### src/rtl/board_reset_request.sv
// Conditions the raw board reset button into a debounced, long-hold reboot request
// for the warm-boot sequencer, plus a short-press pulse and a press indicator.
module board_reset_request #(
  parameter int unsigned DEBOUNCE_CYCLES = 50000,
  parameter int unsigned HOLD_CYCLES     = 50000000,
  parameter int unsigned LOCK_CYCLES     = 1000000
) (
  input  logic Clk,
  input  logic nReset,
  input  logic Button,
  output logic Reboot,
  output logic Short_press,
  output logic Pressed
);

  localparam int unsigned MAX_DH     = (DEBOUNCE_CYCLES > HOLD_CYCLES) ? DEBOUNCE_CYCLES : HOLD_CYCLES;
  localparam int unsigned MAX_CYCLES = (MAX_DH > LOCK_CYCLES) ? MAX_DH : LOCK_CYCLES;
  localparam int unsigned CNT_W      = (MAX_CYCLES > 1) ? int'($clog2(MAX_CYCLES)) : 1;

  localparam logic [CNT_W-1:0] DB_LAST   = CNT_W'(DEBOUNCE_CYCLES - 1);
  localparam logic [CNT_W-1:0] HOLD_LAST = CNT_W'(HOLD_CYCLES - 1);
  localparam logic [CNT_W-1:0] LOCK_LAST = CNT_W'(LOCK_CYCLES - 1);

  typedef enum logic [2:0] {
    ST_LOCK     = 3'd0,
    ST_IDLE     = 3'd1,
    ST_PRESS_DB = 3'd2,
    ST_HOLD     = 3'd3,
    ST_FIRE     = 3'd4,
    ST_REL_DB   = 3'd5
  } state_t;

  logic             sync1;
  logic             btn_s;
  state_t           state;
  state_t           state_nxt;
  logic [CNT_W-1:0] cnt;
  logic [CNT_W-1:0] cnt_nxt;
  logic             reboot_nxt;
  logic             short_nxt;
  logic             pressed_nxt;

  // Two-flop synchroniser for the asynchronous button level
  always_ff @(posedge Clk or negedge nReset) begin
    if (!nReset) begin
      sync1 <= 1'b0;
      btn_s <= 1'b0;
    end else begin
      sync1 <= Button;
      btn_s <= sync1;
    end
  end

  // State, shared counter and registered outputs
  always_ff @(posedge Clk or negedge nReset) begin
    if (!nReset) begin
      state       <= ST_LOCK;
      cnt         <= '0;
      Reboot      <= 1'b0;
      Short_press <= 1'b0;
      Pressed     <= 1'b0;
    end else begin
      state       <= state_nxt;
      cnt         <= cnt_nxt;
      Reboot      <= reboot_nxt;
      Short_press <= short_nxt;
      Pressed     <= pressed_nxt;
    end
  end

  // Next-state and counter; any transition clears the counter
  always_comb begin
    state_nxt = state;
    cnt_nxt   = cnt;
    short_nxt = 1'b0;

    case (state)
      ST_LOCK: begin
        if (btn_s) begin
          cnt_nxt = '0;
        end else if (cnt == LOCK_LAST) begin
          state_nxt = ST_IDLE;
          cnt_nxt   = '0;
        end else begin
          cnt_nxt = cnt + CNT_W'(1);
        end
      end

      ST_IDLE: begin
        if (btn_s) begin
          state_nxt = ST_PRESS_DB;
          cnt_nxt   = '0;
        end
      end

      ST_PRESS_DB: begin
        if (!btn_s) begin
          state_nxt = ST_IDLE;
          cnt_nxt   = '0;
        end else if (cnt == DB_LAST) begin
          state_nxt = ST_HOLD;
          cnt_nxt   = '0;
        end else begin
          cnt_nxt = cnt + CNT_W'(1);
        end
      end

      // A release on the final hold cycle still counts as a short press
      ST_HOLD: begin
        if (!btn_s) begin
          state_nxt = ST_IDLE;
          cnt_nxt   = '0;
          short_nxt = 1'b1;
        end else if (cnt == HOLD_LAST) begin
          state_nxt = ST_FIRE;
          cnt_nxt   = '0;
        end else begin
          cnt_nxt = cnt + CNT_W'(1);
        end
      end

      ST_FIRE: begin
        state_nxt = ST_REL_DB;
        cnt_nxt   = '0;
      end

      ST_REL_DB: begin
        if (btn_s) begin
          cnt_nxt = '0;
        end else if (cnt == DB_LAST) begin
          state_nxt = ST_IDLE;
          cnt_nxt   = '0;
        end else begin
          cnt_nxt = cnt + CNT_W'(1);
        end
      end

      default: begin
        state_nxt = ST_LOCK;
        cnt_nxt   = '0;
      end
    endcase
  end

  // Level/pulse outputs follow the state being entered
  always_comb begin
    reboot_nxt  = 1'b0;
    pressed_nxt = 1'b0;
    if (state_nxt == ST_FIRE) begin
      reboot_nxt = 1'b1;
    end
    if (state_nxt == ST_HOLD) begin
      pressed_nxt = 1'b1;
    end
  end

endmodule

### config.mk
export PLATFORM = sky130hd
export DESIGN_NAME = board_reset_request
export DESIGN_NICKNAME = d
export VERILOG_FILES = /design/src/rtl/board_reset_request.sv
export SDC_FILE = /design/constraint.sdc
export NUM_CORES = 1
export LEC_CHECK = 0
export CAP_MARGIN = 25
export CORE_MARGIN = 5
export CORE_UTILIZATION = 55
export CTS_CLUSTER_DIAMETER = 200
export CTS_CLUSTER_SIZE = 10
export DETAILED_ROUTE_END_ITERATION = 16
export PLACE_DENSITY = 0.72
export REMOVE_ABC_BUFFERS = 1
export SYNTH_ARGS = -nofsm -noshare
export SYNTH_HDL_FRONTEND = slang
export SYNTH_SLANG_ARGS = --single-unit
### constraint.sdc
create_clock -name Clk -period 6.2 [get_ports Clk]
set_input_delay 1.24 -clock Clk [delete_from_list [all_inputs] [get_ports Clk]]
set_output_delay 1.24 -clock Clk [all_outputs]
set_load 0.005 [all_outputs]
==> results of run 1 <==
[registers in the layout (all words and copies together), names as in the netlist]
signal and count:
Reboot 1, Short_press 1, sync1 1, Pressed 1, btn_s 1, cnt 26, state 3
[critical path, stage by stage, from the launching register on]
cell	delay, ns
dfrtp_1	0.40
ha_1	0.22
and3_1	0.26
nand3_1	0.16
o41a_1	0.79
o311ai_0	0.45
o211ai_1	0.13
[placed cells by master (no fill, tap or decap), types with 3 or more instances in the layout]
master           instances
clkdlybuf4s50_1          5
nand2_1                 41
o32ai_1                 15
nor2_1                  13
nand3_1                  7
nand2b_1                 3
inv_1                   12
or3_1                    4
o41a_1                   3
nand4b_1                 3
a21oi_1                  3
clkbuf_8                 5
nor4_1                  11
o31a_1                   4
o31ai_1                  6
nand4_1                 10
dfrtp_1                 34
o21ai_0                  5
o311ai_0                 3
and2_1                   8
and3_1                   3
nor3_1                  12
nor2b_1                  5
o211ai_1                 4
o21ai_1                  4
[stage by stage]
stage	std cells	utilization, %
2_1_floorplan	241	-
3_3_place_gp	298	57.2
3_5_place_dp	298	57.2
4_1_cts	305	59.1
5_1_grt	305	59.1
6_report	305	59.1
[power by group through the flow]
stage / registers, mW / clock network (mW) / logic, mW
finish: 0.227 / 0.153 / 0.0143
global route: 0.227 / 0.171 / 0.0164
CTS: 0.226 / 0.159 / 0.0148
detailed placement: 0.231 / 0 / 0.0148
global placement: 0.230 / 0 / 0.0147
floorplan: 0.230 / 0 / 0.00694
[area by class of cell]
type | instances | area, um2 | share of cell area [%]
clock buffer | 7 | 76.3 | 3.25
inverter | 12 | 45.0 | 1.92
multi-input combinational | 195 | 1250 | 53.2
sequential | 34 | 851 | 36.2
tap | 50 | 62.6 | 2.66
timing repair buffer | 7 | 65.1 | 2.77
[kinds of logic (layout without fill, tap and decap cells)]
group           count (synthesis)  after routing
flops                          34             34
simple gates                  134            134
xor+xnor                        3              3
buf+inv                        27             26
mux                             1              1
compound gates                 56             56
fa+ha+maj                       1              1
[layer usage]
layer	share of wire (%)	GRT usage (%)
met1	49	27.4
met2	46	31.3
met3	4.2	4.51
met4	1.0	5.03
met5	0	0
[worst min-delay path by stage]
stage	endpoint	slack (ns)	cells after the start
after floorplan	btn_s	0.33	0
after global placement	btn_s	0.33	0
after detailed placement	btn_s	0.34	0
after CTS	btn_s	0.37	0
after global routing	btn_s	0.39	0
final	btn_s	0.36	0
==> flow_metrics.py, run 1 <==
metrics = {
    "setup_path": {
        "worstSetupPathType": "reg -> reg",
        "rr_startpoint": "cnt[0]",
        "critical_path_required_ns": 6.35,
        "ff2ff_path_depth": 6,
        "path_max_fanout": 24,
        "crit_arrival_ns": 2.70,
        "critPathLaunchType": "flop",
        "cp-endpoint": "cnt[21]",
        "r2r-end": "cnt[21]",
        "setup.worst_path.end_class": "flop",
        "critPathLaunch": "cnt[0]",
        "reg2reg_slack_ns": 3.66,
    },
    "pwr": {
        "ir_worst_vdd_mv": 0.154,
        "p_switching_mw": 0.0878,
        "seqPwrFrac_pct": 57.5,
        "p_leak_nw": 0.901,
        "pwr-share-comb_pct": 3.6,
        "p_clk_share_pct": 38.8,
        "switching_share_pct": 22.3,
        "power_density_nw_per_um2": 168,
        "power.total_mw": 0.394,
        "p_int_mw": 0.306,
    },
    "clock_tree": {
        "htreeDepth": 2,
        "post_cts_resized": 0,
        "clock-sinks": 34,
        "root_buffer": "clkbuf_8",
        "hold_buffers": 0,
        "cts_tree": "done",
        "insertion_delay_ns": 0.29,
        "path_clk_slew_ns": 0.07,
        "ctsLongestPathBuffers": 2,
        "cts_made_buffers": 5,
        "cts_setup_buffers": 0,
    },
    "floorplanning": {
        "core_um2": 3970,
        "die_h_um": 73.7,
        "start_util_pct": 56.1,
        "rows": 23,
        "die-width_um": 73.7,
        "pin_count": 6,
        "die_area_um2": 5430,
    },
    "global_route": {
        "grt_overflow_total": 0,
        "grt_pass1_wl_um": 8320,
        "grt_max_degree": 35,
        "first_global_vias": 1756,
        "groute.usage.overall_pct": 19.8,
        "antenna_found_initial": 0,
    },
    "synth": {
        "synth_top_family_by_area": "simple AND/OR/NAND/NOR gates",
        "synth_compound_area_share_pct": 20.5,
        "synth_seq_cells": 34,
        "synthSimpleGateAreaFrac_pct": 33.3,
        "yosysUniqueCellTypes": 52,
        "synth_area_leader_cell": "dfrtp_1",
        "ys_warn_count": 0,
        "netlist.area_leader.share_pct": 38.2,
        "synth-main-ff-cell": "dfrtp_1",
        "synth_cells": 256,
        "post_synth.cell_area_avg_um2": 8.71,
        "synth_area_leaders": "dfrtp_1, nand2_1, o32ai_1",
        "ys_seq_area_share_pct": 38.2,
        "synthArstFlopShare_pct": 100,
        "synthMuxAreaShare_pct": 0.449,
        "synth-edff-count": 0,
        "syn_area_um2": 2230,
        "synthTopCellsByCount": "nand2_1, dfrtp_1, o32ai_1",
        "synth_fa_ha_area_share_pct": 0.561,
        "yosysMostFrequentCell": "nand2_1",
        "synthXorXnorAreaFrac_pct": 1.18,
    },
    "flow_run": {
        "cap_violations": 0,
    },
    "status": {
        "status": "finished clean",
    },
    "timing": {
        "worst_pin_slew_ns": 0.990,
        "slew_viol_final": 0,
        "fmax_mhz": 393,
        "fin_crit_ns": 2.54,
        "fin_worst_skew_ns": 0.00914,
        "fin_tns_setup_ns": 0,
        "whs_ns": 0.362,
        "period_share_pct": 41.0,
        "setup_slack_ns": 3.66,
        "hold_viol_final": 0,
        "setup_viol": 0,
        "slew_headroom_pct": 34.0,
        "rsz0062_at_grt": "no",
    },
    "placed_design": {
        "port_buffers": 5,
        "place_area_um2": 2270,
        "pre_cts_slack_ns": 3.71,
        "dpl.hpwl_um": 3480,
        "place.gp.congestion": 0.851,
    },
    "layout": {
        "synthToLayoutAreaGrowth_pct": 5.33,
        "drive_above_1_share_pct": 6.67,
        "fillerInstances": 349,
        "final_nets": 259,
        "finalInstanceArea_um2": 2350,
        "antennaDiodeCount": 0,
    },
    "drt": {
        "drcViolationCount": 0,
        "routed_via_density": 6.45,
        "drtIter0Drc": 200,
        "wire_per_inst_um": 16.2,
        "wirelength_um": 4940,
        "ant_nets": 0,
        "dr.pass1.iters": 4,
        "route.vias.total": 1967,
    },
    "hold_path": {
        "hp-start": "sync1",
        "hold_class": "reg -> reg",
    },
}
Note: power is estimated with default switching activity, not from simulation.
==> run 2: changes to the inputs <==
--- a/config.mk
+++ b/config.mk
@@ -11,7 +11,7 @@
 export CTS_CLUSTER_DIAMETER = 200
 export CTS_CLUSTER_SIZE = 10
 export DETAILED_ROUTE_END_ITERATION = 16
-export PLACE_DENSITY = 0.72
+export PLACE_DENSITY = 0.75
 export REMOVE_ABC_BUFFERS = 1
 export SYNTH_ARGS = -nofsm -noshare
 export SYNTH_HDL_FRONTEND = slang
==> constraint.sdc (replaced) <==
create_clock -name Clk -period 2.16 [get_ports Clk]
set_input_delay 0.432 -clock Clk [delete_from_list [all_inputs] [get_ports Clk]]
set_output_delay 0.432 -clock Clk [all_outputs]
set_load 0.005 [all_outputs]
==> flow_metrics.py, run 2 (same netlist as run 1, synthesis figures left out) <==
metrics = {
    "drt": {
        "route.vias.total": 2341,
        "wire_per_inst_um": 20.2,
        "dr.pass1.iters": 7,
        "routed_via_density": 6.67,
        "wirelength_um": 7080,
        "drtIter0Drc": 286,
        "drcViolationCount": 0,
        "ant_nets": 0,
    },
    "clock_tree": {
        "ctsLongestPathBuffers": 2,
        "cts_made_buffers": 5,
        "insertion_delay_ns": 0.30,
        "root_buffer": "clkbuf_8",
        "path_clk_slew_ns": 0.08,
        "hold_buffers": 0,
        "cts_tree": "done",
        "htreeDepth": 2,
        "clock-sinks": 34,
    },
    "pwr": {
        "power.total_mw": 1.22,
        "ir_worst_vdd_mv": 0.398,
        "seqPwrFrac_pct": 53.1,
        "power_density_nw_per_um2": 425,
        "p_switching_mw": 0.295,
        "p_leak_nw": 1.16,
        "p_int_mw": 0.924,
        "switching_share_pct": 24.2,
        "p_clk_share_pct": 41.7,
        "pwr-share-comb_pct": 5.2,
    },
    "hold_path": {
        "hold_class": "reg -> reg",
        "min_path_cells": 0,
        "hp-start": "sync1",
        "holdPathEnd": "btn_s",
    },
    "global_route": {
        "grt_overflow_total": 0,
        "grt_max_degree": 35,
        "first_global_vias": 2151,
        "antenna_found_initial": 0,
        "groute.usage.overall_pct": 26.0,
        "grt_pass1_wl_um": 10700,
    },
    "layout": {
        "seq_area_um2": 851,
        "finalInstanceArea_um2": 2870,
        "drive_above_1_share_pct": 26.2,
        "largest_register_ff_count": 26,
        "layout_common_cells": "nand2_1, buf_4, dfrtp_1",
        "top_regs": "cnt x26, state x3",
        "fillerInstances": 311,
        "multiInputGateArea_um2": 1400,
        "regMostFlops": "cnt",
        "final_nets": 304,
        "synthToLayoutAreaGrowth_pct": 28.5,
        "antennaDiodeCount": 0,
    },
    "timing": {
        "fmax_mhz": 460,
        "setup_viol": 3,
        "fin_crit_ns": 2.17,
        "period_share_pct": 101,
        "rsz0062_at_grt": "yes",
        "hold_viol_final": 0,
        "fin_worst_skew_ns": 0.00619,
        "slew_headroom_pct": 60.9,
        "worst_pin_slew_ns": 0.585,
        "slew_viol_final": 0,
        "setup_slack_ns": -0.0122,
    },
    "setup_path": {
        "rr_startpoint": "cnt[17]",
        "critPathLaunchType": "flop",
        "worstSetupPathType": "reg -> reg",
        "critical_path_required_ns": 2.32,
        "path_max_fanout": 7,
        "reg2reg_slack_ns": -0.01,
        "ff2ff_path_depth": 7,
        "r2r-end": "cnt[14]",
        "setup.worst_path.end_class": "flop",
        "crit_arrival_ns": 2.34,
    },
    "floorplanning": {
        "pin_count": 6,
        "die-width_um": 73.7,
        "start_util_pct": 56.1,
        "die_area_um2": 5430,
        "core_um2": 3970,
        "die_h_um": 73.7,
        "rows": 23,
    },
    "placed_design": {
        "pre_cts_slack_ns": -0.120,
        "dpl.hpwl_um": 4400,
        "port_buffers": 5,
        "place_area_um2": 2570,
        "place.gp.congestion": 0.940,
    },
    "flow_run": {
        "cap_violations": 0,
    },
    "status": {
        "status": "complete, but fails checks",
        "violations": "negative setup slack",
    },
}
## run 2: cell count changes in the layout (fill, tap and decap cells not counted), sizes merged
cell	before	now
clkinv	0	1
buf	2	44
o311a	1	3
clkbuf	7	8
## run 2: layout make-up
class	count	share of cell area (%)
flip-flops and latches	34	29.7
well taps	50	2.18
clock buffers	7	3.01
repair buffers	50	14.6
inverters	12	1.57
multi-input cells	197	48.7
clock inverters	1	0.175
## run 2: per-stage QoR
step / hold slack (ns) / std cells / setup TNS (ns) / utilization [%]
final: 0.370 / 351 / -0.0227 / 72.1
after CTS: 0.372 / 346 / 0 / 68.2
after global placement: 0.337 / 336 / -0.676 / 64.7
after detailed placement: 0.355 / 336 / -1.19 / 64.7
after global routing: 0.377 / 351 / -0.524 / 72.1
after floorplan: 0.136 / 241 / -0.117 / -
## run 2: repair_timing
item	in CTS	in global routing
gates resized for setup	7	17
buffers inserted	0	3
endpoints found under the hold margin	0	0
gates cloned	2	2
pin swaps	4	9
setup endpoints to repair	18	23
## run 2: layer usage
metal | up-vias | wire length, um | share of wire [%] | global-route usage [%]
met3 | 15 | 580 | 8.2 | 5.47
met5 | - | 0 | 0 | 0
li1 | 1075 | - | - | -
met1 | 1128 | 2940 | 42 | 34.1
met2 | 123 | 3430 | 49 | 42.2
met4 | 0 | 124 | 1.8 | 9.05
## run 2: worst max path at each step
stage / from / to / slack (ns) / depth (start not counted)
6_report: cnt[17] / cnt[14] / -0.01 / 7
5_1_grt: cnt[17] / cnt[7] / -0.05 / 7
4_1_cts: cnt[1] / cnt[25] / 0.002 / 7
3_5_place_dp: cnt[21] / cnt[23] / -0.12 / 5
3_3_place_gp: cnt[21] / cnt[7] / -0.08 / 6
2_1_floorplan: cnt[0] / cnt[21] / -0.04 / 6
## run 2: power by group through the flow
stage,Combinational (mW),Clock [mW],Sequential [mW]
after CTS,0.0601,0.500,0.647
after detailed placement,0.0546,0,0.659
after global routing,0.0702,0.528,0.647
final,0.0637,0.508,0.647
after floorplan,0.0199,0,0.661
after global placement,0.0537,0,0.659
## run 2: worst max-delay path: stages, from the launching register on
cell and delay [ns]:
dfrtp_1 0.38, buf_4 0.15, nor3_1 0.24, nand4b_1 0.22
o32a_4 0.46, buf_6 0.16, nor3_4 0.28, o21ai_0 0.14
==> run 3: changes to the inputs <==
--- a/config.mk
+++ b/config.mk
@@ -13,6 +13,7 @@
 export DETAILED_ROUTE_END_ITERATION = 16
 export PLACE_DENSITY = 0.75
 export REMOVE_ABC_BUFFERS = 1
+export SKIP_CTS_REPAIR_TIMING = 1
 export SYNTH_ARGS = -nofsm -noshare
 export SYNTH_HDL_FRONTEND = slang
 export SYNTH_SLANG_ARGS = --single-unit
==> flow_metrics.py, run 3 (same netlist as run 1, synthesis figures left out) <==
metrics = {
    "layout": {
        "seq_area_um2": 851,
        "antennaDiodeCount": 0,
        "finalInstanceArea_um2": 2750,
        "synthToLayoutAreaGrowth_pct": 23.3,
        "fillerInstances": 332,
        "top_regs": "cnt x26, state x3",
        "regMostFlops": "cnt",
        "largest_register_ff_count": 26,
        "drive_above_1_share_pct": 22.6,
        "final_common_cell": "nand2_1",
        "multiInputGateArea_um2": 1320,
        "layout_common_cells": "nand2_1, buf_4, dfrtp_1",
        "final_nets": 300,
    },
    "floorplanning": {
        "rows": 23,
        "die-width_um": 73.7,
        "core_um2": 3970,
        "pin_count": 6,
        "die_area_um2": 5430,
        "start_util_pct": 56.1,
        "die_h_um": 73.7,
    },
    "global_route": {
        "grt_overflow_total": 0,
        "grt_max_degree": 35,
        "first_global_vias": 2066,
        "grt_pass1_wl_um": 10200,
        "groute.usage.overall_pct": 24.7,
        "antenna_found_initial": 0,
    },
    "timing": {
        "rsz0062_at_grt": "yes",
        "fin_worst_skew_ns": 0.00757,
        "hold_viol_final": 0,
        "worst_pin_slew_ns": 0.479,
        "period_share_pct": 98.9,
        "slew_viol_final": 0,
        "fin_crit_ns": 2.14,
        "whs_ns": 0.371,
        "fmax_mhz": 468,
        "setup_viol": 0,
        "slew_headroom_pct": 67.8,
    },
    "placed_design": {
        "port_buffers": 5,
        "place_area_um2": 2570,
        "dpl.hpwl_um": 4400,
        "place.gp.congestion": 0.940,
    },
    "hold_path": {
        "hold_class": "reg -> reg",
    },
    "drt": {
        "route.vias.total": 2304,
        "dr.pass1.iters": 5,
        "wirelength_um": 6660,
        "wire_per_inst_um": 19.2,
        "drtIter0Drc": 274,
        "drcViolationCount": 0,
        "routed_via_density": 6.64,
        "ant_nets": 0,
    },
    "pwr": {
        "p_clk_share_pct": 41.7,
        "p_leak_nw": 1.13,
        "seqPwrFrac_pct": 53.3,
        "switching_share_pct": 24.0,
        "p_int_mw": 0.923,
        "power_density_nw_per_um2": 442,
        "ir_worst_vdd_mv": 0.385,
        "p_switching_mw": 0.291,
        "pwr-share-comb_pct": 5.0,
    },
    "clock_tree": {
        "path_clk_slew_ns": 0.08,
        "cts_made_buffers": 5,
        "clock-sinks": 34,
        "htreeDepth": 2,
        "ctsLongestPathBuffers": 2,
        "root_buffer": "clkbuf_8",
        "cts_tree": "done",
        "insertion_delay_ns": 0.29,
    },
    "setup_path": {
        "crit_arrival_ns": 2.31,
        "critPathLaunchType": "flop",
        "critical_path_required_ns": 2.33,
        "path_max_fanout": 7,
        "setup.worst_path.end_class": "flop",
        "worstSetupPathType": "reg -> reg",
    },
    "status": {
        "status": "finished clean",
    },
    "flow_run": {
        "cap_violations": 0,
    },
}
-- run 3: changes by cell type in the layout (fill, tap and decap cells not counted), moves of 2 or more --
cell / before / now
o31ai_1: 4 / 6
o31ai_2: 2 / 0
buf_4: 41 / 38
o311ai_2: 2 / 0
o311ai_1: 1 / 3
-- run 3: area by class of cell --
class / instances / share of cell area (%)
well taps: 50 / 2.28
multi-input cells: 197 / 48.1
clock inverters: 1 / 0.182
repair buffers: 46 / 13.7
inverters: 12 / 1.64
clock buffers: 7 / 3.14
flip-flops and latches: 34 / 31.0
-- run 3: through the flow --
stage / worst slack, ns / utilization, % / total power, mW / cells / TNS [ns]
3_3_place_gp: -0.0833 / 64.7 / 0.713 / 336 / -0.676
6_report: 0.0231 / 69.2 / 1.21 / 347 / 0
3_5_place_dp: -0.120 / 64.7 / 0.714 / 336 / -1.19
2_1_floorplan: -0.0390 / - / 0.681 / 241 / -0.117
4_1_cts: -0.131 / 67.0 / 1.20 / 344 / -1.35
5_1_grt: -0.0277 / 69.2 / 1.24 / 347 / -0.102
-- run 3: metal layers --
layer	vias up	GRT usage, %	wire, um
met5	-	0	0
met4	0	7.24	120
met3	19	4.24	438
met2	101	40.6	3280
met1	1116	33.1	2820
li1	1068	-	-
-- run 3: worst max-delay path: stages, from the launching register on --
cell and delay, ns:
dfrtp_1 0.47, or4_4 0.60, o311a_2 0.51, o32ai_1 0.35, nand2_1 0.08
-- run 3: power by group through the flow --
| stage | logic (mW) | registers (mW) | clock network [mW] |
|---|---|---|---|
| 6_report | 0.0609 | 0.647 | 0.506 |
| 5_1_grt | 0.0680 | 0.647 | 0.526 |
| 4_1_cts | 0.0547 | 0.647 | 0.500 |
| 3_5_place_dp | 0.0546 | 0.659 | 0 |
| 3_3_place_gp | 0.0537 | 0.659 | 0 |
| 2_1_floorplan | 0.0199 | 0.661 | 0 |
-- run 3: path summary, 6_finish.rpt --
kind,startpoint,endpoint,slack [ns],cells after the start
min in group asynchronous,nReset,btn_s,0.55,2
max in group asynchronous,nReset,cnt[14],1.28,2
hold / removal,sync1,btn_s,0.37,0
setup / recovery,cnt[8],cnt[24],0.02,4
setup reg to reg,cnt[8],cnt[24],0.02,4
hold reg to reg,sync1,btn_s,0.37,0
